`src/rtl/mem_arbiter_pkg.sv`:
```
// Shared types for the instruction/data memory arbiter: FSM states, grant sides
// and default-width address/word typedefs.
package mem_arbiter_pkg;

   localparam int ADDR_W_DEF = 32;
   localparam int DATA_W_DEF = 32;

   typedef logic [ADDR_W_DEF-1:0] addr_t;
   typedef logic [DATA_W_DEF-1:0] word_t;

   typedef enum logic [1:0] {
      IDLE = 2'd0,
      DACC = 2'd1,
      IACC = 2'd2
   } arb_state_t;

   typedef enum logic {
      GNT_D = 1'b0,
      GNT_I = 1'b1
   } grant_t;

   function automatic logic is_access(arb_state_t s);
      return (s == DACC) || (s == IACC);
   endfunction

endpackage

```
`src/rtl/mem_arb_watchdog.sv`:
```
// Access watchdog: counts access cycles without ram_ready, pulses expire when
// the count reaches TIMEOUT and holds a sticky err until reset.
module mem_arb_watchdog #(
   parameter int TIMEOUT = 255
) (
   input  logic CLK,
   input  logic nRST,
   input  logic active,
   input  logic ready,
   output logic expire,
   output logic err
);

   // The counter only ever holds 0..TIMEOUT-1; the TIMEOUT-th stalled cycle expires.
   localparam int CNT_W = (TIMEOUT < 2) ? 1 : $clog2(TIMEOUT);

   logic [CNT_W-1:0] count;

   assign expire = active && !ready && (count == CNT_W'(TIMEOUT - 1));

   // NOTE: sequential state uses non-blocking assignments so every flop samples
   // pre-edge values regardless of process ordering.
   always_ff @(posedge CLK or negedge nRST) begin
      if (!nRST) begin
         count <= '0;
      end else if (!active || ready || expire) begin
         count <= '0;
      end else begin
         count <= count + 1'b1;
      end
   end

   always_ff @(posedge CLK or negedge nRST) begin
      if (!nRST) begin
         err <= 1'b0;
      end else if (expire) begin
         err <= 1'b1;
      end
   end

endmodule

```
`src/rtl/mem_arbiter.sv`:
```
// Arbitrates instruction fetch and data memory ports onto one single-ported RAM.
// Define MEM_ARBITER_FAIR_EN for alternating grants when both sides are pending.
module mem_arbiter
   import mem_arbiter_pkg::*;
#(
   parameter int ADDR_W  = 32,
   parameter int DATA_W  = 32,
   parameter int TIMEOUT = 255
) (
   input  logic              CLK,
   input  logic              nRST,
   input  logic              iREN,
   input  logic [ADDR_W-1:0] iaddr,
   output logic [DATA_W-1:0] iload,
   output logic              ihit,
   input  logic              dREN,
   input  logic              dWEN,
   input  logic [ADDR_W-1:0] daddr,
   input  logic [DATA_W-1:0] dstore,
   output logic [DATA_W-1:0] dload,
   output logic              dhit,
   output logic              ramREN,
   output logic              ramWEN,
   output logic [ADDR_W-1:0] ramaddr,
   output logic [DATA_W-1:0] ramstore,
   input  logic [DATA_W-1:0] ramload,
   input  logic              ram_ready,
   output logic              err
);

   arb_state_t        state, state_next;
   logic              d_req;
   logic              grant_d, grant_i;
   logic              expire;
   logic [ADDR_W-1:0] lat_addr;
   logic [DATA_W-1:0] lat_data;
   logic              lat_write;

   assign d_req = dREN || dWEN;

`ifdef MEM_ARBITER_FAIR_EN
   grant_t last_grant;

   // With both sides pending, the side that lost the previous contest wins.
   assign grant_d = (state == IDLE) && d_req && (!iREN || (last_grant == GNT_I));
   assign grant_i = (state == IDLE) && iREN && (!d_req || (last_grant == GNT_D));

   always_ff @(posedge CLK or negedge nRST) begin
      if (!nRST) begin
         last_grant <= GNT_D;
      end else if (grant_d) begin
         last_grant <= GNT_D;
      end else if (grant_i) begin
         last_grant <= GNT_I;
      end
   end
`else
   assign grant_d = (state == IDLE) && d_req;
   assign grant_i = (state == IDLE) && iREN && !d_req;
`endif

   mem_arb_watchdog #(
      .TIMEOUT (TIMEOUT)
   ) u_watchdog (
      .CLK    (CLK),
      .nRST   (nRST),
      .active (is_access(state)),
      .ready  (ram_ready),
      .expire (expire),
      .err    (err)
   );

   always_ff @(posedge CLK or negedge nRST) begin
      if (!nRST) begin
         state <= IDLE;
      end else begin
         state <= state_next;
      end
   end

   // The access latch freezes the request at grant time so a flush cannot cancel it.
   always_ff @(posedge CLK or negedge nRST) begin
      if (!nRST) begin
         lat_addr  <= '0;
         lat_data  <= '0;
         lat_write <= 1'b0;
      end else if (grant_d) begin
         lat_addr  <= daddr;
         lat_data  <= dstore;
         lat_write <= dWEN;
      end else if (grant_i) begin
         lat_addr  <= iaddr;
         lat_data  <= '0;
         lat_write <= 1'b0;
      end
   end

   // NOTE: every output of this block gets a default first, so no path leaves a
   // signal unassigned and no latch is inferred.
   always_comb begin
      state_next = state;
      unique case (state)
         IDLE: begin
            if (grant_d) begin
               state_next = DACC;
            end else if (grant_i) begin
               state_next = IACC;
            end
         end
         DACC, IACC: begin
            if (ram_ready || expire) begin
               state_next = IDLE;
            end
         end
         default: state_next = IDLE;
      endcase
   end

   always_comb begin
      ramREN   = 1'b0;
      ramWEN   = 1'b0;
      ramaddr  = '0;
      ramstore = '0;
      dhit     = 1'b0;
      dload    = '0;
      ihit     = 1'b0;
      iload    = '0;
      unique case (state)
         DACC: begin
            ramREN  = !lat_write;
            ramWEN  = lat_write;
            ramaddr = lat_addr;
            if (lat_write) begin
               ramstore = lat_data;
            end
            if (ram_ready) begin
               dhit  = 1'b1;
               dload = ramload;
            end
         end
         IACC: begin
            ramREN  = 1'b1;
            ramaddr = lat_addr;
            if (ram_ready) begin
               ihit  = 1'b1;
               iload = ramload;
            end
         end
         default: ;
      endcase
   end

endmodule

```
`config.mk`:
```
export PLATFORM = sky130hd
export DESIGN_NAME = mem_arbiter
export DESIGN_NICKNAME = d
export VERILOG_FILES = /design/src/rtl/mem_arbiter_pkg.sv /design/src/rtl/mem_arb_watchdog.sv /design/src/rtl/mem_arbiter.sv
export SDC_FILE = /design/constraint.sdc
export NUM_CORES = 1
export LEC_CHECK = 0
export CAP_MARGIN = 20
export CORE_MARGIN = 2
export CORE_UTILIZATION = 33
export CTS_CLUSTER_DIAMETER = 40
export DETAILED_ROUTE_END_ITERATION = 8
export PLACE_DENSITY = 0.78
export SLEW_MARGIN = 20
export SYNTH_ARGS = -nofsm -noshare
export SYNTH_HDL_FRONTEND = slang
export SYNTH_SLANG_ARGS = --single-unit
```
`constraint.sdc`:
```
create_clock -name CLK -period 1.5 [get_ports CLK]
set_input_delay 0.15 -clock CLK [delete_from_list [all_inputs] [get_ports CLK]]
set_output_delay 0.15 -clock CLK [all_outputs]
set_load 0.05 [all_outputs]
```
==> impl_metrics.json <==
{
  "final_core_util_pct": 78.6,
  "syn2layout_area_growth_pct": 133,
  "r2r_cells": 5,
  "antenna_found_initial": 0,
  "worstSetupPathType": "register to primary output",
  "drt_wl_total_um": 19600,
  "fin_crit_sh_pct": 121,
  "fin_ws_ps": -319,
  "r2r-start": "state[0]",
  "io_pins": 267,
  "cts_sinks": 76,
  "synthTopCellsByCount": "and3_1, dfrtp_1, and2_1, a22o_1",
  "min_path_type": "input pin to asynchronous set/reset pin",
  "fin_skew_ps": 5.20,
  "die_w_um": 115,
  "dp_hpwl_um": 13100,
  "yosysTopAreaCellShare_pct": 46.9,
  "r2r_slack_ps": 30,
  "drt-pass1-iter-count": 5,
  "syn_inst": 403,
  "avgRoutedWirePerCell_um": 23.6,
  "ys_top_cells_by_area": "dfrtp_1, and3_1, a22o_1, a2bb2oi_1, and2_1",
  "ys_seq_area_share_pct": 46.9,
  "hold_violations": 0,
  "fin_area_sq_um": 9450,
  "rsz0062_at_grt": "true",
  "path_max_fanout": 10,
  "vias_per_cell": 5.71,
  "core.rowCount": 40,
  "preCtsSetupSlack_ps": -184,
  "grt_pass1_wl_um": 27500,
  "start_kind": "register",
  "dieArea_sq_um": 13200,
  "grt.total_usage_pct": 27.0,
  "cts_made_buffers": 9,
  "die_h_um": 115,
  "core_area_sq_um": 12000,
  "synth_cell_types": 38,
  "synth-async-reset-ratio_pct": 100,
  "fmax_ghz": 0.550,
  "synth_ff_type": "dfrtp_1",
  "p_per_area_nw_per_um2": 2420,
  "drtIter0Drc": 332,
  "cts_root_buf": "clkbuf_16",
  "initial_core_util_pct": 33.7,
  "power_mw": 22.9,
  "drtAntennaViolNets": 0,
  "drv_cap": 0,
  "relSlewSlack_pct": 80.0,
  "clock_path_buffers": 2,
  "yosysTopAreaCell": "dfrtp_1",
  "drc": 0,
  "io_buffers": 266,
  "syn_avg_cell_area_sq_um": 10.1,
  "final-max-slew-violation-count": 0,
  "end_kind": "primary output",
  "placed_area_sq_um": 8510,
  "gp_congestion": 0.855,
  "cp.required_ps": 1350,
  "timing.final.crit_period_ps": 1820,
  "synth.most_common_cell": "and3_1",
  "violations": "negative setup slack",
  "r2r-end": "u_watchdog.count[6]",
  "yosysWarnings": 0,
  "crit_start": "state[1]",
  "peakVddDrop_v": 0.00196,
  "synth_edf_count": 0,
  "setup_viol": 132,
  "p_leak_nw": 4.00,
  "synth-seq-cells": 76,
  "grt_pass1_vias": 4797,
  "nNetsFinal": 817,
  "arrival_ps": 1670,
  "clkSlewWorstSetupHoldPaths_ps": 60,
  "fillers": 693,
  "worstMarginPinSlew_ps": 298,
  "grt_max_degree": 41,
  "cts_tree": "yes",
  "syn_nets": 542,
  "overflow": 0,
  "cts_max_level": 3,
  "n_antenna_cell": 0,
  "drive_gt1_share_pct": 48.9,
  "status": "finished with violations",
  "vias": 4736,
  "netlist_area_sq_um": 4050,
  "insertion_delay_ps": 330
}
[layout make-up]
class | instances | area, sq um | area share (%)
tap | 147 | 184 | 1.95
clock buffer | 11 | 243 | 2.57
multi-input combinational | 279 | 2430 | 25.8
sequential | 76 | 1900 | 20.1
inverter | 3 | 11.3 | 0.119
timing repair buffer | 309 | 4590 | 48.6
clock inverter | 5 | 83.8 | 0.888
[registers in the layout, indices dropped and copies added, names as in the netlist]
name,cells
u_watchdog.count,8
u_watchdog.err,1
lat_data,32
lat_write,1
lat_addr,32
state,2
[report_power, final]
part	leakage (nW)	total (mW)	internal, mW	switching [mW]
Combinational	2.94	17.0	8.57	8.42
Clock	0.152	2.35	1.51	0.844
Sequential	0.911	3.54	2.96	0.576
Total	4.00	22.9	13.0	9.84
[cells by family (layout without fill, tap and decap cells)]
group,count (synthesis),in the layout,synth area share (%)
and+or+nand+nor,157,157,23.7
AOI/OAI and AO/OA,115,115,22.1
buffers and inverters,48,328,5.28
adders and majority gates,5,5,1.54
DFF,76,76,46.9
xor gates and xnor gates,2,2,0.432
[per-layer routing]
layer  vias up  part of all wire, %  global-route usage (%)
li1       2081                    -                       -
met1      2354                   35                    30.8
met2       252                   54                    48.7
met3        49                  6.8                    6.59
met4         0                  4.1                    10.8
met5         -                    0                       0
[layout by cell type, fill, tap and decap left out, drive strengths merged, types with 3 or more instances in the layout]
master         instances
a22o                  33
and3                  97
clkdlybuf4s50        132
buf                  172
a211oi                 3
o21ai                  4
ha                     5
nor2                   7
dfrtp                 76
clkbuf                15
nand2                  5
a21oi                  3
o22ai                 32
a2bb2oi               32
inv                    4
and2                  36
[metrics by stage]
step	setup TNS, ps	hold WS (ps)	cells
global route	-44350	266	830
detailed placement	-13170	64.7	800
floorplan	0	-146	403
finish	-36380	246	830
CTS	-35680	246	825
global placement	-9420	57.1	800
[worst max-delay path, stage by stage (launching register included)]
cell	delay, ps
dfrtp_1	400
inv_2	110
ha_4	170
buf_12	140
clkbuf_16	160
and3_4	200
buf_12	130
[what timing repair did]
item,in CTS,in global routing
setup endpoints to repair,177,158
endpoints found under the hold margin,20,0
setup buffers,5,0
resized for setup,62,33
pin swaps,9,4
hold buffers,1,0
gates cloned,3,5
[worst max path at each step]
stage	end	slack [ps]
detailed placement	lat_data[29]	-180
global route	dload[1]	-370
global placement	lat_data[19]	-150
finish	dload[1]	-320
CTS	ramaddr[2]	-300
floorplan	ihit	4
(Power assumes the default switching activity.)
